`config.mk`:
```
export PLATFORM = sky130hd
export DESIGN_NAME = pipe_hazard_ctrl_flat
export DESIGN_NICKNAME = d
export VERILOG_FILES = /design/src/rtl/pipe_hazard_ctrl_pkg.sv /design/src/rtl/pipe_hazard_ctrl_if.sv /design/src/rtl/pipe_hazard_ctrl_sat_counter.sv /design/src/rtl/pipe_hazard_ctrl.sv /design/src/flat_wrapper.sv
export SDC_FILE = /design/constraint.sdc
export NUM_CORES = 1
export LEC_CHECK = 0
export ABC_CLOCK_PERIOD_IN_PS = 2800
export CELL_PAD_IN_SITES_DETAIL_PLACEMENT = 0
export CELL_PAD_IN_SITES_GLOBAL_PLACEMENT = 2
export CORE_UTILIZATION = 30
export DETAILED_ROUTE_END_ITERATION = 16
export PLACE_DENSITY = 0.8
export SETUP_SLACK_MARGIN = 0.15
export SYNTH_ARGS = -nofsm -noshare
export SYNTH_HDL_FRONTEND = slang
export SYNTH_SLANG_ARGS = --single-unit
```
`constraint.sdc`:
```
create_clock -name clk -period 2.8 [get_ports clk]
set_input_delay 0.28 -clock clk [delete_from_list [all_inputs] [get_ports clk]]
set_output_delay 0.28 -clock clk [all_outputs]
set_load 0.05 [all_outputs]
```
`src/rtl/pipe_hazard_ctrl_pkg.sv`:
```
// Shared definitions for the pipeline hazard controller: FSM encoding,
// register-index width and the source/destination match helper.
package pipe_hazard_ctrl_pkg;

    localparam int unsigned REG_W = 4;

    typedef enum logic {
        ST_RUN,
        ST_MEM_WAIT
    } state_t;

    // True when a valid source register is about to be written by a stage.
    function automatic logic src_match(
        input logic             src_vld,
        input logic [REG_W-1:0] src,
        input logic             wb_en,
        input logic [REG_W-1:0] dest
    );
        return src_vld & wb_en & (dest == src);
    endfunction

endpackage

```
`src/rtl/pipe_hazard_ctrl_if.sv`:
```
// Hazard-controller bus: pipeline register observations in, stage
// freeze/flush controls, time-out flag and performance counters out.
interface pipe_hazard_ctrl_if
    import pipe_hazard_ctrl_pkg::*;
#(
    parameter int unsigned CNT_W = 16
);
    logic             fwd_en;
    logic [REG_W-1:0] id_src1;
    logic             id_src1_vld;
    logic [REG_W-1:0] id_src2;
    logic             id_src2_vld;
    logic [REG_W-1:0] exe_dest;
    logic             exe_wb_en;
    logic             exe_mem_rd;
    logic [REG_W-1:0] mem_dest;
    logic             mem_wb_en;
    logic             branch_taken;
    logic             mem_busy;
    logic             cnt_clr;

    logic             freeze_front;
    logic             bubble_id;
    logic             flush_if;
    logic             freeze_all;
    logic             err_timeout;
    logic [CNT_W-1:0] stall_cnt;
    logic [CNT_W-1:0] bubble_cnt;
    logic [CNT_W-1:0] flush_cnt;

    modport master (
        output fwd_en, id_src1, id_src1_vld, id_src2, id_src2_vld,
               exe_dest, exe_wb_en, exe_mem_rd, mem_dest, mem_wb_en,
               branch_taken, mem_busy, cnt_clr,
        input  freeze_front, bubble_id, flush_if, freeze_all,
               err_timeout, stall_cnt, bubble_cnt, flush_cnt
    );

    modport slave (
        input  fwd_en, id_src1, id_src1_vld, id_src2, id_src2_vld,
               exe_dest, exe_wb_en, exe_mem_rd, mem_dest, mem_wb_en,
               branch_taken, mem_busy, cnt_clr,
        output freeze_front, bubble_id, flush_if, freeze_all,
               err_timeout, stall_cnt, bubble_cnt, flush_cnt
    );

endinterface

```
`src/rtl/pipe_hazard_ctrl_sat_counter.sv`:
```
// Saturating up-counter with synchronous clear (clear beats increment)
// and asynchronous active-high reset.
module sat_counter #(
    parameter int unsigned CNT_W = 16
) (
    input  logic             clk,
    input  logic             rst,
    input  logic             inc,
    input  logic             clr,
    output logic [CNT_W-1:0] q
);

    always_ff @(posedge clk or posedge rst) begin
        if (rst) begin
            q <= '0;
        end else if (clr) begin
            q <= '0;
        end else if (inc && (q != '1)) begin
            q <= q + 1'b1;
        end
    end

endmodule

```
`src/rtl/pipe_hazard_ctrl.sv`:
```
// Central stall/flush controller: RAW hazard detection, branch flush,
// whole-pipe freeze on memory wait with time-out, and perf counters.
module pipe_hazard_ctrl
    import pipe_hazard_ctrl_pkg::*;
#(
    parameter int unsigned MEM_TIMEOUT = 64,
    parameter int unsigned CNT_W       = 16
) (
    input logic               clk,
    input logic               rst,
    pipe_hazard_ctrl_if.slave hc
);

    localparam int unsigned     WAIT_W   = $clog2(MEM_TIMEOUT + 1);
    localparam logic [WAIT_W-1:0] WAIT_MAX = WAIT_W'(MEM_TIMEOUT);

    state_t            state;
    state_t            state_nxt;
    logic [WAIT_W-1:0] wait_ctr;
    logic [WAIT_W-1:0] wait_nxt;
    logic              err_timeout;

    logic exe_hit;
    logic mem_hit;
    logic hazard;

    logic freeze_front;
    logic bubble_id;
    logic flush_if;
    logic freeze_all;

    // With forwarding only a load in EXE cannot be bypassed in time.
    always_comb begin
        exe_hit = src_match(hc.id_src1_vld, hc.id_src1, hc.exe_wb_en, hc.exe_dest)
                | src_match(hc.id_src2_vld, hc.id_src2, hc.exe_wb_en, hc.exe_dest);
        mem_hit = src_match(hc.id_src1_vld, hc.id_src1, hc.mem_wb_en, hc.mem_dest)
                | src_match(hc.id_src2_vld, hc.id_src2, hc.mem_wb_en, hc.mem_dest);
        if (hc.fwd_en) begin
            hazard = exe_hit & hc.exe_mem_rd;
        end else begin
            hazard = exe_hit | mem_hit;
        end
    end

    always_comb begin
        state_nxt = state;
        wait_nxt  = wait_ctr;
        unique case (state)
            ST_RUN: begin
                if (hc.mem_busy) begin
                    state_nxt = ST_MEM_WAIT;
                    wait_nxt  = WAIT_W'(1);
                end
            end
            ST_MEM_WAIT: begin
                if (!hc.mem_busy) begin
                    state_nxt = ST_RUN;
                    wait_nxt  = '0;
                end else if (wait_ctr != WAIT_MAX) begin
                    wait_nxt = wait_ctr + 1'b1;
                end
            end
            default: begin
                state_nxt = ST_RUN;
                wait_nxt  = '0;
            end
        endcase
    end

    // Busy drop releases the pipe in the same cycle, so the stage controls
    // depend only on the live inputs; state just tracks the wait length.
    always_comb begin
        freeze_front = 1'b0;
        bubble_id    = 1'b0;
        flush_if     = 1'b0;
        freeze_all   = 1'b0;
        if (!rst) begin
            if (hc.mem_busy) begin
                freeze_all = 1'b1;
            end else if (hc.branch_taken) begin
                flush_if  = 1'b1;
                bubble_id = 1'b1;
            end else if (hazard) begin
                freeze_front = 1'b1;
                bubble_id    = 1'b1;
            end
        end
    end

    always_ff @(posedge clk or posedge rst) begin
        if (rst) begin
            state    <= ST_RUN;
            wait_ctr <= '0;
        end else begin
            state    <= state_nxt;
            wait_ctr <= wait_nxt;
        end
    end

    always_ff @(posedge clk or posedge rst) begin
        if (rst) begin
            err_timeout <= 1'b0;
        end else if (hc.cnt_clr) begin
            err_timeout <= 1'b0;
        end else if (wait_nxt == WAIT_MAX) begin
            err_timeout <= 1'b1;
        end
    end

    sat_counter #(.CNT_W(CNT_W)) u_stall_cnt (
        .clk (clk),
        .rst (rst),
        .inc (freeze_all),
        .clr (hc.cnt_clr),
        .q   (hc.stall_cnt)
    );

    // Data-hazard bubbles are exactly the cycles that also freeze the front.
    sat_counter #(.CNT_W(CNT_W)) u_bubble_cnt (
        .clk (clk),
        .rst (rst),
        .inc (freeze_front),
        .clr (hc.cnt_clr),
        .q   (hc.bubble_cnt)
    );

    sat_counter #(.CNT_W(CNT_W)) u_flush_cnt (
        .clk (clk),
        .rst (rst),
        .inc (flush_if),
        .clr (hc.cnt_clr),
        .q   (hc.flush_cnt)
    );

    assign hc.freeze_front = freeze_front;
    assign hc.bubble_id    = bubble_id;
    assign hc.flush_if     = flush_if;
    assign hc.freeze_all   = freeze_all;
    assign hc.err_timeout  = err_timeout;

endmodule

```
`src/flat_wrapper.sv`:
```
// flat-port wrapper written by rule: the top's interface ports become plain ports
module pipe_hazard_ctrl_flat import pipe_hazard_ctrl_pkg::*;
#(
    parameter int unsigned MEM_TIMEOUT = 64,
    parameter int unsigned CNT_W       = 16
)
  (clk, rst, hc_fwd_en, hc_id_src1, hc_id_src1_vld, hc_id_src2, hc_id_src2_vld, hc_exe_dest, hc_exe_wb_en, hc_exe_mem_rd, hc_mem_dest, hc_mem_wb_en, hc_branch_taken, hc_mem_busy, hc_cnt_clr, hc_freeze_front, hc_bubble_id, hc_flush_if, hc_freeze_all, hc_err_timeout, hc_stall_cnt, hc_bubble_cnt, hc_flush_cnt);
  pipe_hazard_ctrl_if #(.CNT_W(CNT_W)) hc_i ();
  input logic clk;
  input logic rst;
  input wire logic [$bits(hc_i.fwd_en)-1:0] hc_fwd_en;
  input wire logic [$bits(hc_i.id_src1)-1:0] hc_id_src1;
  input wire logic [$bits(hc_i.id_src1_vld)-1:0] hc_id_src1_vld;
  input wire logic [$bits(hc_i.id_src2)-1:0] hc_id_src2;
  input wire logic [$bits(hc_i.id_src2_vld)-1:0] hc_id_src2_vld;
  input wire logic [$bits(hc_i.exe_dest)-1:0] hc_exe_dest;
  input wire logic [$bits(hc_i.exe_wb_en)-1:0] hc_exe_wb_en;
  input wire logic [$bits(hc_i.exe_mem_rd)-1:0] hc_exe_mem_rd;
  input wire logic [$bits(hc_i.mem_dest)-1:0] hc_mem_dest;
  input wire logic [$bits(hc_i.mem_wb_en)-1:0] hc_mem_wb_en;
  input wire logic [$bits(hc_i.branch_taken)-1:0] hc_branch_taken;
  input wire logic [$bits(hc_i.mem_busy)-1:0] hc_mem_busy;
  input wire logic [$bits(hc_i.cnt_clr)-1:0] hc_cnt_clr;
  output wire logic [$bits(hc_i.freeze_front)-1:0] hc_freeze_front;
  output wire logic [$bits(hc_i.bubble_id)-1:0] hc_bubble_id;
  output wire logic [$bits(hc_i.flush_if)-1:0] hc_flush_if;
  output wire logic [$bits(hc_i.freeze_all)-1:0] hc_freeze_all;
  output wire logic [$bits(hc_i.err_timeout)-1:0] hc_err_timeout;
  output wire logic [$bits(hc_i.stall_cnt)-1:0] hc_stall_cnt;
  output wire logic [$bits(hc_i.bubble_cnt)-1:0] hc_bubble_cnt;
  output wire logic [$bits(hc_i.flush_cnt)-1:0] hc_flush_cnt;
  assign hc_i.fwd_en = hc_fwd_en;
  assign hc_i.id_src1 = hc_id_src1;
  assign hc_i.id_src1_vld = hc_id_src1_vld;
  assign hc_i.id_src2 = hc_id_src2;
  assign hc_i.id_src2_vld = hc_id_src2_vld;
  assign hc_i.exe_dest = hc_exe_dest;
  assign hc_i.exe_wb_en = hc_exe_wb_en;
  assign hc_i.exe_mem_rd = hc_exe_mem_rd;
  assign hc_i.mem_dest = hc_mem_dest;
  assign hc_i.mem_wb_en = hc_mem_wb_en;
  assign hc_i.branch_taken = hc_branch_taken;
  assign hc_i.mem_busy = hc_mem_busy;
  assign hc_i.cnt_clr = hc_cnt_clr;
  assign hc_freeze_front = hc_i.freeze_front;
  assign hc_bubble_id = hc_i.bubble_id;
  assign hc_flush_if = hc_i.flush_if;
  assign hc_freeze_all = hc_i.freeze_all;
  assign hc_err_timeout = hc_i.err_timeout;
  assign hc_stall_cnt = hc_i.stall_cnt;
  assign hc_bubble_cnt = hc_i.bubble_cnt;
  assign hc_flush_cnt = hc_i.flush_cnt;
  pipe_hazard_ctrl #(.MEM_TIMEOUT(MEM_TIMEOUT), .CNT_W(CNT_W)) u_core (.clk(clk), .rst(rst), .hc(hc_i));
endmodule
```
# After elaboration in Yosys (flattened, before gate mapping)
# Cells that the tools add are included.
[op_classes] muxes=25 n_reduce_logical=7 add_sub_neg=4 eq_ne=9 bitwise=13
[op_table] op="16-bit 2-to-1 mux" n=6
[op_table] op="16-bit by 1-bit adder with 16-bit output, second input constant" n=3
[op_table] op="16-bit != test, second input constant" n=3
[op_table] op="7-bit 2-to-1 mux" n=3
[op_table] op="4-bit == test" n=4
[op_table] op="1-bit 2-to-1 mux" n=15
[op_table] op="7-bit case mux with 2 select lines" n=1
[op_table] op="1-bit AND" n=9
[op_table] op="2-bit nonzero test" n=4
[op_table] op="7-bit by 1-bit adder with 7-bit output, second input constant" n=1
[op_table] op="7-bit == test, second input constant" n=1
[op_table] op="7-bit != test, second input constant" n=1
[op_table] op="1-bit logical AND" n=3
[op_table] op="1-bit bitwise OR" n=3
[op_table] op="1-bit inverter" n=1
[word_totals] ff_bits=57 inputBits=27 output_inout_bits=53

# Logic depth before layout (Yosys ltp)
# Gate-level depths: netlist (run 1).
[logic_depth] word_depth=12 mapped_depth=8 depth_no_buf=8

# Hierarchy
# Synthesis (run 1) repeated with hierarchy kept, for this count alone.
[unflattened] cells_unflattened=395 area_unflattened_um2=3609.7
[by_module_without_submodules] module="sat_counter" cells_per_inst=101 seq_area_each_um2=400.4 area_each_um2=932.1 n_inst=3
[by_module_without_submodules] module="pipe_hazard_ctrl" cells_per_inst=92 seq_area_each_um2=225.2 area_each_um2=813.3 n_inst=1

# Worst setup path after synthesis (run 1)
# OpenSTA, ideal clock, no wires.
[synth_path] path_kind="input to output" startpoint="in hc_mem_dest[1]" endpoint="out hc_freeze_front" path_buffers=1 slack_ns=0.215 cell_stages=7 t_arrival_ns=2.305 cell_sequence="inv_1 a222oi_1 nand4b_1 a311o_1 clkbuf_1 or2_2 nor2_1"
[synth_between] elab_chain_cells=9 elab_cells_between_ends=11
[synth_lines] item="from (decl)" line_no="flat_wrapper.sv:19" rtl="input wire logic [$bits(hc_i.mem_dest)-1:0] hc_mem_dest;"
[synth_lines] item="4-bit == test" line_no="pipe_hazard_ctrl_pkg.sv:19" rtl="return src_vld & wb_en & (dest == src);"
[synth_lines] item="1-bit AND" line_no="pipe_hazard_ctrl_pkg.sv:19"
[synth_lines] item="1-bit bitwise OR (*)" line_no="pipe_hazard_ctrl.sv:37" rtl="| src_match(hc.id_src2_vld, hc.id_src2, hc.mem_wb_en, hc.mem_dest);"
[synth_lines] item="1-bit bitwise OR (*)" line_no="pipe_hazard_ctrl.sv:41" rtl="hazard = exe_hit | mem_hit;"
[synth_lines] item="1-bit 2-to-1 mux (*)" line_no="pipe_hazard_ctrl.sv:38" rtl="if (hc.fwd_en) begin"
[synth_lines] item="1-bit 2-to-1 mux (*)" line_no="pipe_hazard_ctrl.sv:83" rtl="end else if (hazard) begin"
[synth_lines] item="1-bit 2-to-1 mux (*)" line_no="pipe_hazard_ctrl.sv:80" rtl="end else if (hc.branch_taken) begin"
[synth_lines] item="1-bit 2-to-1 mux (*)" line_no="pipe_hazard_ctrl.sv:78" rtl="if (hc.mem_busy) begin"
[synth_lines] item="1-bit 2-to-1 mux (*)" line_no="pipe_hazard_ctrl.sv:77" rtl="if (!rst) begin"
[synth_lines] item="to (decl)" line_no="flat_wrapper.sv:24" rtl="output wire logic [$bits(hc_i.freeze_front)-1:0] hc_freeze_front;"
# Every way passes the cells marked *; elsewhere a longest branch is shown, timed or not.

# Worst setup path in the final report (run 1)
# Same ends and word-level chain as after synthesis.

==> results_dict.tcl, run 1 <==
set metrics [dict create \
    outcome "completed" \
    slew_headroom 0.260 \
    antenna_found_initial 0 \
    synth-seq-cells 57 \
    post_layout_nonfiller_instances 600 \
    leakage_nw 1.85 \
    clock-sinks 57 \
    yosysTopAreaCellShare 0.429 \
    dieHeight_um 107 \
    grt_start_max_net_pins 61 \
    drt_iter0_markers 210 \
    ys_seq_area_frac 0.429 \
    finalHoldViolCount 0 \
    netlist_area_um2 3330 \
    start_util 0.307 \
    clk_path_buf_depth 2 \
    hpwl_um 6070 \
    worstSetupPathType "input pin to primary output" \
    io_buffer_count 79 \
    path_clk_slew_ns 0.07 \
    drive_gt1_frac 0.102 \
    finalSetupViolCount 0 \
    power_density_nw_per_um2 402 \
    synth_edf_count 0 \
    fin_crit_sh 0.910 \
    ios 80 \
    post-cts-setup-buffer-count 0 \
    drt_wl_total_um 8810 \
    clock_latency_ns 0.33 \
    ys.flop_type "dfrtp_1" \
    cts_tree "done" \
    rsz0062_at_grt "no" \
    drv_cap 0 \
    register_area_um2 1430 \
    skew_ns 0.00909 \
    cp-end-kind "primary output" \
    vias 3039 \
    wl_per_cell_um 14.7 \
    setup_tns_ns 0 \
    required_ns 2.52 \
    yosys-top-cells-area "dfrtp_1, xnor2_1, nor2_1" \
    grt.total_usage 0.160 \
    synth_fp_nets 401 \
    first_global_vias 2887 \
    yosysWarnings 0 \
    cts_root_buffer "clkbuf_8" \
    drtAntennaViolNets 0 \
    ir_worst_vdd_uv 194 \
    overflow 0 \
    yosysTopAreaCell "dfrtp_1" \
    final_core_util 0.418 \
    diodes 0 \
    via_per_inst 5.07 \
    die_x_um 107 \
    synthCells 369 \
    dieArea_um2 11500 \
    synth_cell_types 45 \
    timing.hold.ws_ns 0.385 \
    worstPathMaxFanout 3 \
    htreeDepth 3 \
    multi_input_area_um2 1790 \
    area_growth_pct 36.3 \
    async_reset_ff_frac 1.00 \
    nNetsFinal 488 \
    drv_slew 0 \
    first_pass_iters 4 \
    synth_common_cells "dfrtp_1, nor2_1, nand2_1" \
    syn-mean-instance-area_um2 9.02 \
    fillers 1136 \
    drc 0 \
    dp.cells 585 \
    clock.fmax_ghz 0.393 \
    worst_pin_slew_ns 1.11 \
    critical_path_arrival_ns 2.27 \
    placed_area_um2 4320 \
    core_um2 10800 \
    final_cell_area_um2 4530 \
    gp_congestion 0.806 \
    start_kind "input pin" \
    row_count 38 \
    grt_pass1_wl_um 14500 \
    min_period_ns 2.55 \
    hp-class "input pin to async pin" \
    yosysMostFrequentCell "dfrtp_1" \
    cts-buffers-inserted 9 \
]
-- worst max-delay path, cell delays in order --
cell             delay [ns]
clkdlybuf4s50_1        0.49
inv_1                  0.07
a222oi_1               0.32
nand4b_1               0.15
a311o_1                0.39
or2_4                  0.26
nor2_4                 0.15
buf_12                 0.15
-- state kept, by name, summed over array words and instances (netlist names) --
register and count:
u_core.state 1, u_core.u_flush_cnt.q 16, u_core.u_bubble_cnt.q 16, u_core.u_stall_cnt.q 16
u_core.wait_ctr 7, u_core.hc.err_timeout 1
-- final timing paths --
check / from / end / slack (ns) / cells past startpoint
hold / removal: rst / u_core.wait_ctr[5] / 0.38 / 2
setup / recovery: hc_mem_dest[1] / hc_freeze_front / 0.25 / 8
min in group clk: u_core.hc.err_timeout / u_core.hc.err_timeout / 0.55 / 2
hold reg to reg: u_core.hc.err_timeout / u_core.hc.err_timeout / 0.55 / 2
max in group asynchronous: rst / u_core.u_bubble_cnt.q[13] / 1.74 / 3
setup reg to reg: u_core.u_bubble_cnt.q[0] / u_core.u_bubble_cnt.q[8] / 0.55 / 7
-- report_power, final --
part | internal, mW | switching [mW] | total, mW
combinational | 0.0854 | 0.118 | 0.203
clock | 0.452 | 0.328 | 0.781
sequential | 0.831 | 0.00985 | 0.841
-- per-stage QoR --
| step | power, mW | setup slack [ns] |
|---|---|---|
| floorplan | 0.965 | 0.215 |
| global placement | 1.06 | 0.111 |
| global route | 1.91 | 0.200 |
| detailed placement | 1.06 | 0.0849 |
| CTS | 1.86 | 0.160 |
| finish | 1.82 | 0.253 |
-- per-layer routing --
metal / part of all wire / up-vias / track usage
li1: - / 1497 / -
met1: 0.49 / 1454 / 0.228
met2: 0.45 / 83 / 0.239
met3: 0.058 / 5 / 0.0387
met4: 0.0060 / 0 / 0.0470
met5: 0 / - / 0
-- cell usage in the layout, fill, tap and decap left out, drive strengths merged, types with 3 or more instances in the layout --
cell,synthesis,layout
clkdlybuf4s50,0,72
dfrtp,57,57
nor2,46,46
nand2,24,24
xnor2,20,20
nand3,20,20
inv,18,18
nor3,16,16
nand4,15,15
a21oi,15,15
xor2,15,15
buf,4,15
o21ai,12,12
clkbuf,9,12
and3,10,10
nor2b,10,10
mux2,10,10
or4,8,8
o31ai,7,7
nor4,5,5
or3,5,5
ha,5,5
o22ai,4,4
and4,4,4
nand2b,3,3
mux2i,3,3
-- kinds of logic (layout without fill, tap and decap cells) --
kind of cell | after synthesis | count (layout) | share of synthesized area
xor gates and xnor gates | 35 | 35 | 0.0921
adders and majority gates | 5 | 5 | 0.0188
muxes | 13 | 13 | 0.0429
buffers and inverters | 31 | 122 | 0.0376
DFF | 57 | 57 | 0.429
and+or+nand+nor | 173 | 173 | 0.269
AOI/OAI and AO/OA | 55 | 55 | 0.111
-- area by class of cell --
cell class | count | share of cell area
clock inverters | 3 | 0.00883
repair buffers | 89 | 0.194
inverters | 18 | 0.0149
well taps | 140 | 0.0386
multi-input cells | 281 | 0.394
clock buffers | 12 | 0.0342
flip-flops and latches | 57 | 0.315
-- repair_timing --
| item | CTS | global route |
|---|---|---|
| hold buffers | 0 | 0 |
| endpoints found under the setup margin | 1 | 2 |
| pin swaps | 0 | 6 |
| gates resized for setup | 1 | 5 |
Power figures use the tool's default switching activity.
==> inputs of run 2 (changes only) <==
--- a/config.mk
+++ b/config.mk
@@ -10,6 +10,7 @@
 export CELL_PAD_IN_SITES_GLOBAL_PLACEMENT = 2
 export CORE_UTILIZATION = 30
 export DETAILED_ROUTE_END_ITERATION = 16
+export MAX_ROUTING_LAYER = met4
 export PLACE_DENSITY = 0.8
 export SETUP_SLACK_MARGIN = 0.15
 export SYNTH_ARGS = -nofsm -noshare
==> results_dict.tcl, run 2 (synthesis results as in run 1) <==
set metrics [dict create \
    outcome "completed" \
    grt_pass1_wl_um 14500 \
    vias 3024 \
    antenna_found_initial 0 \
    start_kind "input pin" \
    ios 80 \
    drt_iter0_markers 217 \
    post-cts-setup-buffer-count 0 \
    drt_wl_total_um 8820 \
    r2r_setup_slack_ns 0.55 \
    start_util 0.307 \
    first_global_vias 2891 \
    pre_cts_slack_ns 0.0849 \
    cp-end-kind "primary output" \
    die_x_um 107 \
    p_int_mw 1.37 \
    setup_tns_ns 0 \
    overflow 0 \
    hp-class "input pin to async pin" \
    slew_headroom 0.269 \
    area_growth_pct 36.3 \
    grt.total_usage 0.164 \
    skew_ns 0.00819 \
    drc 0 \
    htreeDepth 3 \
    p_sw_frac 0.250 \
    p_switching_mw 0.455 \
    worst_pin_slew_ns 1.10 \
    dieHeight_um 107 \
    clk_path_buf_depth 2 \
    finalSetupViolCount 0 \
    row_count 38 \
    drtAntennaViolNets 0 \
    worstPathMaxFanout 3 \
    gp_congestion 0.818 \
    dieArea_um2 11500 \
    crit_buf_inv 3 \
    layout_commonest_cell "clkdlybuf4s50_1" \
    path_clk_slew_ns 0.07 \
    cts-buffers-inserted 9 \
    finalHoldViolCount 0 \
    cts_tree "done" \
    leakage_nw 1.85 \
    r2r-start "u_core.u_bubble_cnt.q[0]" \
    power_density_nw_per_um2 402 \
    layout_setup_ws_ns 0.253 \
    min_period_ns 2.55 \
    critical_path_arrival_ns 2.27 \
    pwr-share-comb 0.111 \
    diodes 0 \
    most-common-layout-cells "clkdlybuf4s50_1, dfrtp_1, nor2_1" \
    drive_gt1_frac 0.102 \
    ir_worst_vdd_uv 194 \
    grt_start_max_net_pins 61 \
    clock_latency_ns 0.33 \
    core_um2 10800 \
    required_ns 2.52 \
    wl_per_cell_um 14.7 \
    top_regs "u_core.u_bubble_cnt.q: 16 flops, u_core.u_flush_cnt.q: 16 flops, u_core.u_stall_cnt.q: 16 flops" \
    clock.fmax_ghz 0.393 \
    clock-sinks 57 \
    worstPathCellList "clkdlybuf4s50_1 -> inv_1 -> a222oi_1 -> nand4b_1 -> a311o_1 -> or2_4 -> nor2_4 -> buf_12" \
    via_per_inst 5.04 \
    io_buffer_count 79 \
    p_seq_frac 0.461 \
    drv_slew 0 \
    cp_slowest_cell "clkdlybuf4s50_1" \
    worstRegToRegCells 7 \
    cp_top_family "buffers and inverters" \
    nNetsFinal 488 \
    rsz0062_at_grt "no" \
    worstSetupPathType "input pin to primary output" \
    hpwl_um 6070 \
    first_pass_iters 4 \
    slowest_delay_ns 0.49 \
    clockPowerShare 0.428 \
    fin_crit_sh 0.910 \
    drv_cap 0 \
    cts_root_buffer "clkbuf_8" \
    r2r-end "u_core.u_bubble_cnt.q[8]" \
    fillers 1136 \
]
## run 2: worst max path at each step
stage | startpoint | endpoint | slack, ns | depth (start not counted)
finish | hc_mem_dest[1] | hc_freeze_front | 0.25 | 8
global placement | hc_mem_dest[1] | hc_freeze_front | 0.11 | 8
detailed placement | hc_mem_dest[1] | hc_freeze_front | 0.08 | 8
floorplan | hc_mem_dest[1] | hc_freeze_front | 0.21 | 7
CTS | hc_mem_dest[1] | hc_freeze_front | 0.16 | 8
global route | hc_mem_dest[1] | hc_freeze_front | 0.20 | 8
## run 2: layout make-up
type / count / area, um^2 / share of cell area
Clock inverter: 3 / 40.0 / 0.00883
Tap cell: 140 / 175 / 0.0386
Sequential cell: 57 / 1430 / 0.315
Timing Repair Buffer: 89 / 881 / 0.194
Inverter: 18 / 67.6 / 0.0149
Clock buffer: 12 / 155 / 0.0342
Multi-Input combinational cell: 281 / 1790 / 0.394
## run 2: repair_timing
action | CTS | global route
resized for setup | 1 | 5
setup endpoints to repair | 1 | 2
pin swaps | 0 | 6
hold buffers | 0 | 0
## run 2: power by group through the flow
stage / Sequential (mW) / Clock, mW / Combinational (mW)
after floorplan: 0.864 / 0 / 0.101
after CTS: 0.840 / 0.811 / 0.206
final: 0.841 / 0.780 / 0.203
after global routing: 0.842 / 0.845 / 0.224
after global placement: 0.856 / 0 / 0.204
after detailed placement: 0.856 / 0 / 0.204
## run 2: stage by stage
stage	utilization	total power, mW	instances	area (um^2)	hold WS, ns
final	0.418	1.82	600	4530	0.385
after global routing	0.418	1.91	600	4530	0.396
after CTS	0.417	1.86	600	4520	0.376
after detailed placement	0.399	1.06	585	4320	0.541
after global placement	0.399	1.06	585	4320	0.537
after floorplan	-	0.965	369	3330	0.311
## run 2: metal layers
metal  part of all wire  global-route usage
met1               0.49               0.227
met2               0.45               0.241
met3              0.055              0.0375
met4             0.0060              0.0470
met5                  0                   -
